### src/rtl/song_scheduler.sv
// song_scheduler: beat clock generation and playback arbitration between four
// song players and a piano key. One clock domain (clk_5MHz); all outputs are
// registered.
module song_scheduler #(
    parameter int BEAT_HALF = 625000,
    parameter int GAP_BEATS = 4,
    parameter bit AUTO_ADV  = 1'b1
) (
    input  logic       clk_5MHz,
    input  logic       rst,
    input  logic       play,
    input  logic       stop,
    input  logic       next,
    input  logic       key_req,
    input  logic       key_beep,
    input  logic [3:0] song_beep,
    input  logic [3:0] song_done,
    output logic       clk_4Hz,
    output logic [3:0] select,
    output logic       beep,
    output logic [1:0] cur_song,
    output logic [1:0] mode
);

    localparam int CNT_W = (BEAT_HALF > 1) ? $clog2(BEAT_HALF) : 1;
    // One spare code so the counter can hold GAP_BEATS itself (also safe for GAP_BEATS = 0).
    localparam int GAP_W = $clog2(GAP_BEATS + 2);
    localparam logic [CNT_W-1:0] CNT_LAST = CNT_W'(BEAT_HALF - 1);
    localparam logic [GAP_W-1:0] GAP_END  = GAP_W'(GAP_BEATS);

    // State encoding doubles as the mode output code.
    typedef enum logic [1:0] {
        ST_IDLE  = 2'b00,
        ST_PLAY  = 2'b01,
        ST_PIANO = 2'b10,
        ST_GAP   = 2'b11
    } state_t;

    function automatic logic [3:0] onehot4(input logic [1:0] idx);
        case (idx)
            2'd0:    onehot4 = 4'b0001;
            2'd1:    onehot4 = 4'b0010;
            2'd2:    onehot4 = 4'b0100;
            2'd3:    onehot4 = 4'b1000;
            default: onehot4 = 4'b0000;
        endcase
    endfunction

    logic [CNT_W-1:0] beat_cnt_q, beat_cnt_d;
    logic             clk_4hz_q, clk_4hz_d;
    state_t           state_q, state_d;
    state_t           resume_q, resume_d;
    logic [1:0]       cur_song_q, cur_song_d;
    logic [GAP_W-1:0] gap_cnt_q, gap_cnt_d;
    logic [3:0]       song_done_q;
    logic [3:0]       select_q, select_d;
    logic             beep_q, beep_d;

    logic             beat_wrap_s;
    logic             beat_tick_s;
    logic             done_evt_s;
    logic [GAP_W-1:0] gap_next_s;

    // Free-running half-period counter; the beat clock toggles on each wrap.
    always_comb begin
        beat_wrap_s = (beat_cnt_q == CNT_LAST);
        if (beat_wrap_s) begin
            beat_cnt_d = '0;
            clk_4hz_d  = ~clk_4hz_q;
        end else begin
            beat_cnt_d = beat_cnt_q + CNT_W'(1);
            clk_4hz_d  = clk_4hz_q;
        end
        // Pulse in the cycle whose edge drives the beat clock 0 -> 1.
        beat_tick_s = beat_wrap_s & ~clk_4hz_q;
    end

    // Rising edge of the current song's done flag only; gap beat accumulation.
    always_comb begin
        done_evt_s = song_done[cur_song_q] & ~song_done_q[cur_song_q];
        gap_next_s = gap_cnt_q + GAP_W'(beat_tick_s);
    end

    // Playback state machine with fixed event priority: stop > key > next > done > play.
    always_comb begin
        state_d    = state_q;
        resume_d   = resume_q;
        cur_song_d = cur_song_q;
        gap_cnt_d  = gap_cnt_q;
        case (state_q)
            ST_IDLE: begin
                if (stop) begin
                    state_d = ST_IDLE;
                end else if (key_req) begin
                    state_d  = ST_PIANO;
                    resume_d = ST_IDLE;
                end else if (next) begin
                    cur_song_d = cur_song_q + 2'd1;
                end else if (done_evt_s) begin
                    state_d = ST_IDLE;
                end else if (play) begin
                    state_d = ST_PLAY;
                end else begin
                    state_d = ST_IDLE;
                end
            end
            ST_PLAY: begin
                if (stop) begin
                    state_d = ST_IDLE;
                end else if (key_req) begin
                    state_d  = ST_PIANO;
                    resume_d = ST_PLAY;
                end else if (next) begin
                    cur_song_d = cur_song_q + 2'd1;
                    state_d    = ST_GAP;
                    gap_cnt_d  = '0;
                end else if (done_evt_s) begin
                    if (AUTO_ADV) begin
                        cur_song_d = cur_song_q + 2'd1;
                        state_d    = ST_GAP;
                        gap_cnt_d  = '0;
                    end else begin
                        state_d = ST_IDLE;
                    end
                end else begin
                    state_d = ST_PLAY;
                end
            end
            ST_PIANO: begin
                if (stop) begin
                    // Stop while the key is held only cancels the resume target.
                    resume_d = ST_IDLE;
                    if (key_req) begin
                        state_d = ST_PIANO;
                    end else begin
                        state_d = ST_IDLE;
                    end
                end else if (!key_req) begin
                    state_d = resume_q;
                end else begin
                    state_d = ST_PIANO;
                end
            end
            ST_GAP: begin
                if (stop) begin
                    state_d = ST_IDLE;
                end else if (key_req) begin
                    // Gap is abandoned; releasing the key starts the new song at once.
                    state_d  = ST_PIANO;
                    resume_d = ST_PLAY;
                end else if (next) begin
                    cur_song_d = cur_song_q + 2'd1;
                    gap_cnt_d  = '0;
                end else if (gap_next_s >= GAP_END) begin
                    state_d   = ST_PLAY;
                    gap_cnt_d = '0;
                end else begin
                    gap_cnt_d = gap_next_s;
                end
            end
            default: begin
                state_d    = ST_IDLE;
                resume_d   = ST_IDLE;
                cur_song_d = 2'd0;
                gap_cnt_d  = '0;
            end
        endcase
    end

    // Next values of the registered outputs.
    always_comb begin
        if (state_d == ST_PLAY) begin
            select_d = onehot4(cur_song_d);
        end else begin
            select_d = 4'b0000;
        end
        case (state_q)
            ST_PLAY:  beep_d = song_beep[cur_song_q];
            ST_PIANO: beep_d = key_beep;
            default:  beep_d = 1'b0;
        endcase
    end

    // All state and output registers with synchronous reset.
    always_ff @(posedge clk_5MHz) begin
        if (rst) begin
            beat_cnt_q  <= '0;
            clk_4hz_q   <= 1'b0;
            state_q     <= ST_IDLE;
            resume_q    <= ST_IDLE;
            cur_song_q  <= 2'd0;
            gap_cnt_q   <= '0;
            song_done_q <= 4'b0000;
            select_q    <= 4'b0000;
            beep_q      <= 1'b0;
        end else begin
            beat_cnt_q  <= beat_cnt_d;
            clk_4hz_q   <= clk_4hz_d;
            state_q     <= state_d;
            resume_q    <= resume_d;
            cur_song_q  <= cur_song_d;
            gap_cnt_q   <= gap_cnt_d;
            song_done_q <= song_done;
            select_q    <= select_d;
            beep_q      <= beep_d;
        end
    end

    assign clk_4Hz  = clk_4hz_q;
    assign select   = select_q;
    assign beep     = beep_q;
    assign cur_song = cur_song_q;
    assign mode     = state_q;

endmodule

### config.mk
export PLATFORM = sky130hd
export DESIGN_NAME = song_scheduler
export DESIGN_NICKNAME = d
export VERILOG_FILES = /design/src/rtl/song_scheduler.sv
export SDC_FILE = /design/constraint.sdc
export NUM_CORES = 1
export LEC_CHECK = 0
export CAP_MARGIN = 10
export CORE_MARGIN = 5
export CORE_UTILIZATION = 32
export CTS_CLUSTER_SIZE = 16
export DETAILED_ROUTE_END_ITERATION = 6
export REMOVE_ABC_BUFFERS = 1
export SYNTH_ARGS = -nofsm -noshare
export SYNTH_HDL_FRONTEND = slang
export SYNTH_SLANG_ARGS = --single-unit
### constraint.sdc
create_clock -name clk_5MHz -period 2.3 [get_ports clk_5MHz]
set_input_delay 0.46 -clock clk_5MHz [delete_from_list [all_inputs] [get_ports clk_5MHz]]
set_output_delay 0.46 -clock clk_5MHz [all_outputs]
set_load 0.1 [all_outputs]
==> flow_metrics.py, run 1 <==
metrics = {
    "run_status": {
        "status": "finished, violations left",
        "violations": "setup timing",
    },
    "timing": {
        "holdWs_ns": 0.478,
        "slew_viol_final": 0,
        "finalClockSkew_ns": 0.00495,
        "rsz0062_at_grt": "true",
        "maxSlewHeadroom_pct": 73.1,
        "tns_ns": -1.33,
        "finalSetupViolations": 6,
        "min_period_ns": 2.56,
        "post-route-period-util_pct": 111,
        "layout_setup_ws_ns": -0.260,
        "max_freq_ghz": 0.391,
        "hold_viol": 0,
        "worstMarginPinSlew_ns": 0.404,
    },
    "synthesis": {
        "synth_cells": 217,
        "synth_seq_area_share_pct": 38.5,
        "synth_cell_types": 54,
        "synthArstFlopShare_pct": 0,
        "synth_edf_count": 0,
        "synthTopCellsByArea": "dfxtp_1, nor2_1, ha_1",
        "synth_top_area_share_pct": 38.5,
        "ys.flop_type": "dfxtp_1",
        "synthesis.area_um2": 1980,
        "synth-seq-cells": 38,
        "avgSynthCellArea_um2": 9.11,
        "yosys.area.top_type": "dfxtp_1",
        "yosys_warnings": 0,
    },
    "power_and_ir_drop": {
        "p_sw_share_pct": 27.2,
        "internal-power_mw": 0.962,
        "p_total_mw": 1.32,
        "p_leak_nw": 1.05,
        "vdd_drop_max_mv": 0.267,
        "p_clk_share_pct": 35.7,
        "p_comb_share_pct": 13.0,
        "p_seq_share_pct": 51.4,
        "p_sw_mw": 0.360,
        "p_per_area_nw_per_um2": 498,
    },
    "routing": {
        "postRouteAntennaNets": 0,
        "drt-total-wl_um": 4590,
        "routedWlPerCell_um": 13.1,
        "drcViolationCount": 0,
        "drt-vias-per-instance": 4.89,
        "dr.pass1.iters": 4,
        "vias": 1711,
        "drtIter0Drc": 40,
    },
    "job": {
        "cap_violations": 0,
    },
    "setup_path": {
        "crit_family": "simple AND/OR/NAND/NOR gates",
        "cp-end-kind": "register",
        "max_stage_delay_ns": 0.54,
        "r2r_cells": 12,
        "cp-start-kind": "register",
        "path_cells": "or4_4 > nor4_4 > nand2_2 > nor2_2 > ha_2 > ha_4 > xnor2_2 > o21ai_1 > a21oi_2 > nor3_2 > buf_4 > nor3b_2",
        "worst-path-max-fanout": 4,
        "worst_r2r_endpoint": "select[3]",
        "cp_num_buf_inv": 1,
        "crit_slowest_cell": "or4_4",
        "required_ns": 2.52,
        "critPathArrivalTime_ns": 2.78,
        "r2r-start": "beat_cnt_q[12]",
        "cp_num_cells": 12,
        "path_class": "reg -> reg",
        "regToRegSetupSlack_ns": -0.26,
    },
    "die": {
        "die_area_um2": 7850,
        "initial_core_util_pct": 33.2,
        "rows": 28,
        "io_pins": 25,
        "die_y_um": 88.6,
        "die_x_um": 88.6,
        "coreArea_um2": 5960,
    },
    "layout": {
        "num-fill-cells": 600,
        "final_area_um2": 2660,
        "fin_nets": 297,
        "seq_area_um2": 762,
        "n_antenna_cell": 0,
        "syn_to_final_growth_pct": 34.4,
        "multi_input_area_um2": 1220,
        "final_cells": 350,
        "drive_gt1_share_pct": 28.4,
        "final_util_pct": 44.6,
    },
    "clock_network": {
        "cts_max_level": 2,
        "clkSinkCount": 38,
        "clockBufferDepth": 2,
        "clock_latency_ns": 0.29,
        "path_clk_slew_ns": 0.08,
        "holdBufCountCts": 0,
        "cts_tree": "built",
        "clockRootBuffer": "clkbuf_8",
        "cts_buffers": 5,
    },
    "global_routing": {
        "grt_usage_pct": 12.9,
        "grt_max_degree": 19,
        "grt_pass1_wl_um": 7970,
        "grt_antenna_before_repair": 0,
        "grt_overflow": 0,
        "grt_pass1_vias": 1672,
    },
    "placement": {
        "placedCellCount": 340,
        "place_area_um2": 2480,
        "gp_congestion": 0.809,
        "dp_slack_ns": -0.345,
        "dp.final_hpwl_um": 3380,
        "place.port_buffers": 24,
    },
    "worst_hold_path": {
        "worstHoldPathCells": 2,
        "min_to": "gap_cnt_q[0]",
        "holdCritStartpoint": "gap_cnt_q[0]",
        "hold_path.class": "reg -> reg",
    },
}
## sequential cells by signal, summed over array words and instances (netlist names)
name,cells
mode,2
select,4
song_done_q,4
gap_cnt_q,3
clk_4Hz,1
resume_q,1
beep,1
cur_song,2
beat_cnt_q,20
## kinds of logic (layout without fill, tap and decap cells)
group	Yosys count	count (layout)	synth area share [%]
AOI/OAI and AO/OA	23	23	8.99
xor gates and xnor gates	20	20	8.86
adders and majority gates	8	8	5.06
buffers and inverters	14	72	3.35
DFF	38	38	38.5
muxes	4	4	2.85
and+or+nand+nor	110	110	32.4
## timing repair
action	in CTS	in global routing
resized for setup	10	6
pin swaps	4	4
cloned	0	0
setup endpoints to repair	8	8
buffers inserted	2	1
## cell type report
cell class / instances / area share, %
timing repair buffer: 57 / 17.4
inverter: 7 / 0.989
multi-input combinational: 165 / 46.0
tap: 75 / 3.53
clock inverter: 3 / 0.801
clock buffer: 5 / 2.59
sequential: 38 / 28.7
## cell usage in the layout, fill, tap and decap left out, types with 7 or more instances in the layout
cell | synthesis | final
and3_1 | 11 | 11
buf_4 | 1 | 43
clkdlybuf4s50_1 | 0 | 14
dfxtp_1 | 38 | 37
inv_1 | 7 | 7
nand2_1 | 15 | 15
nand4_1 | 7 | 7
nor2_1 | 31 | 30
xnor2_1 | 11 | 10
xor2_1 | 9 | 9
## power by group through the flow
stage | sequential [mW] | combinational (mW) | clock, mW
finish | 0.679 | 0.171 | 0.471
floorplan | 0.716 | 0.0651 | 0
global route | 0.681 | 0.186 | 0.520
detailed placement | 0.695 | 0.165 | 0
CTS | 0.680 | 0.169 | 0.496
global placement | 0.695 | 0.165 | 0
## how the worst max path moves through the flow
| stage | from | end | slack (ns) |
|---|---|---|---|
| finish | beat_cnt_q[12] | select[3] | -0.26 |
| global route | beat_cnt_q[12] | select[3] | -0.38 |
| CTS | beat_cnt_q[12] | select[3] | -0.32 |
| detailed placement | beat_cnt_q[13] | select[3] | -0.35 |
| global placement | beat_cnt_q[13] | select[3] | -0.29 |
| floorplan | mode[0] | select[1] | -0.35 |
## routing by layer
layer	GRT usage, %	part of all wire (%)
met1	18.2	51
met2	19.7	45
met3	2.51	2.5
met4	4.53	1.5
met5	0	0
## cell usage after synthesis, drive strengths merged, types with 2 or more instances
| cell | n |
|---|---|
| a21oi | 5 |
| a31oi | 2 |
| and2 | 3 |
| and3 | 11 |
| buf | 4 |
| clkbuf | 3 |
| dfxtp | 38 |
| ha | 8 |
| inv | 7 |
| mux2i | 3 |
| nand2 | 17 |
| nand2b | 5 |
| nand3 | 5 |
| nand4 | 8 |
| nor2 | 32 |
| nor2b | 5 |
| nor3 | 4 |
| nor3b | 7 |
| nor4 | 3 |
| nor4bb | 2 |
| or4 | 4 |
| xnor2 | 11 |
| xor2 | 9 |
## tightest hold or removal path, cell delays in order, from the launching register on
cell and delay, ns:
dfxtp_1 0.33, nand2_1 0.05, mux2i_1 0.05
Note: power is estimated with default switching activity, not from simulation.
==> inputs of run 2 (changes only) <==
Settings changed: MAX_ROUTING_LAYER set to met4, REMOVE_ABC_BUFFERS 1 to not set.
==> run 2 against run 1 <==
  * The run still ends with setup timing left
  * Clock-buffer cell count is 2 higher
  * Maximum frequency grew 0.28%
  * Combinational power barely moved
  * Power rose by 1.2%
  * Largest cell class unchanged
==> flow_metrics.py, run 2 (synthesis results as in run 1) <==
metrics = {
    "clock_network": {
        "clockRootBuffer": "clkbuf_8",
        "cts_buffers": 5,
        "clockBufferDepth": 2,
        "cts_tree": "built",
        "cts_max_level": 2,
        "path_clk_slew_ns": 0.08,
        "clock_latency_ns": 0.30,
        "clkSinkCount": 38,
        "holdBufCountCts": 0,
    },
    "power_and_ir_drop": {
        "p_per_area_nw_per_um2": 508,
        "p_comb_share_pct": 12.8,
        "p_sw_share_pct": 25.9,
        "p_clk_share_pct": 36.4,
        "p_seq_share_pct": 50.8,
        "vdd_drop_max_mv": 0.255,
        "internal-power_mw": 0.992,
        "p_sw_mw": 0.346,
        "p_total_mw": 1.34,
        "p_leak_nw": 1.03,
    },
    "setup_path": {
        "path_cells": "or4_4 > nor4_4 > nand2_2 > nor2_2 > ha_2 > ha_4 > xnor2_2 > o2111ai_2 > nand3_2 > buf_4 > buf_6 > buf_4 > a21oi_2",
        "cp-start-kind": "register",
        "crit_slowest_cell": "or4_4",
        "max_stage_delay_ns": 0.54,
        "critPathArrivalTime_ns": 2.79,
        "regToRegSetupSlack_ns": -0.25,
        "path_class": "reg -> reg",
        "r2r_cells": 13,
        "required_ns": 2.53,
        "cp-end-kind": "register",
        "critPathMostFrequentCell": "buf_4",
        "worst-path-max-fanout": 3,
    },
    "global_routing": {
        "grt_pass1_wl_um": 7600,
        "grt_overflow": 0,
        "grt_max_degree": 19,
        "grt_usage_pct": 12.8,
        "grt_antenna_before_repair": 0,
        "grt_pass1_vias": 1641,
    },
    "die": {
        "die_x_um": 88.6,
        "coreArea_um2": 5960,
        "die_area_um2": 7850,
        "io_pins": 25,
        "die_y_um": 88.6,
        "rows": 28,
        "initial_core_util_pct": 33.2,
    },
    "routing": {
        "dr.pass1.iters": 4,
        "vias": 1680,
        "routedWlPerCell_um": 13.4,
        "drt-vias-per-instance": 4.88,
        "drtIter0Drc": 77,
        "drcViolationCount": 0,
        "drt-total-wl_um": 4600,
        "postRouteAntennaNets": 0,
    },
    "timing": {
        "slew_viol_final": 0,
        "tns_ns": -1.25,
        "layout_setup_ws_ns": -0.253,
        "finalClockSkew_ns": 0.00733,
        "maxSlewHeadroom_pct": 72.0,
        "rsz0062_at_grt": "true",
        "min_period_ns": 2.55,
        "finalSetupViolations": 6,
        "worstMarginPinSlew_ns": 0.420,
        "hold_viol": 0,
        "max_freq_ghz": 0.392,
        "post-route-period-util_pct": 111,
    },
    "placement": {
        "placedCellCount": 333,
        "gp_congestion": 0.892,
        "dp.final_hpwl_um": 3380,
        "place.port_buffers": 24,
    },
    "layout": {
        "layout_commonest_cell": "buf_4",
        "final_cells": 344,
        "syn_to_final_growth_pct": 33.1,
        "mostFrequentLayoutCells": "buf_4, dfxtp_1, nor2_1",
        "top_register": "beat_cnt_q",
        "largest_reg_flops": 20,
        "drive_gt1_share_pct": 28.3,
        "fin_nets": 291,
        "n_antenna_cell": 0,
    },
    "job": {
        "cap_violations": 0,
    },
    "run_status": {
        "status": "finished, violations left",
        "violations": "setup timing",
    },
    "worst_hold_path": {
        "worstHoldPathCells": 2,
        "hold_path.class": "reg -> reg",
    },
    "synthesis": {
        "synth_fp_nets": 240,
    },
}
==> run 2: changes by cell type in the layout (fill, tap and decap cells not counted), sizes merged <==
cell	change
buf	-6
clkbuf	+2
clkinv	-1
clkinvlp	-1
==> run 2: power groups by stage <==
stage               clock network [mW]  logic [mW]  registers [mW]
floorplan                            0      0.0753           0.714
global placement                     0       0.163           0.695
detailed placement                   0       0.163           0.695
CTS                              0.495       0.168           0.679
global route                     0.527       0.186           0.681
finish                           0.487       0.171           0.680
==> run 2: cell type report <==
cell class	count	area, µm²
clock buffer	7	86.3
tap	75	93.8
inverter	7	26.3
sequential	38	767
multi-input combinational	165	1230
clock inverter	1	5.00
fill	604	3320
timing repair buffer	51	422
==> run 2: layer usage <==
layer	wire, µm	track usage (%)
met4	80	5.22
met3	139	2.23
met2	2040	19.1
met1	2340	17.1
met5	0	-
==> run 2: timing repair <==
item / 4_1_cts / 5_1_grt
endpoints found under the setup margin: 7 / 8
pin swaps: 3 / 4
setup buffers: 2 / 1
resized for setup: 5 / 7
==> run 2: metrics by stage <==
stage | cell area (µm²) | hold slack [ns] | setup slack (ns) | utilization, %
floorplan | 2010 | 0.412 | -0.119 | -
global placement | 2460 | 0.462 | -0.175 | 41.4
detailed placement | 2460 | 0.471 | -0.225 | 41.4
CTS | 2600 | 0.481 | -0.206 | 43.6
global route | 2630 | 0.533 | -0.387 | 44.2
finish | 2630 | 0.481 | -0.253 | 44.2
==> run 2: worst max-delay path, delay by kind of cell, from the launching register on <==
kind / cells / cell delay (ns)
buffers and inverters: 3 / 0.39
adders and majority gates: 2 / 0.31
AOI/OAI and AO/OA: 2 / 0.28
xor gates and xnor gates: 1 / 0.07
DFF: 1 / 0.32
and+or+nand+nor: 5 / 1.12
==> run 2: final timing paths <==
kind,start,end
max,beat_cnt_q[12],mode[0]
min,gap_cnt_q[0],gap_cnt_q[0]
max reg2reg,beat_cnt_q[12],mode[0]
min reg2reg,gap_cnt_q[0],gap_cnt_q[0]
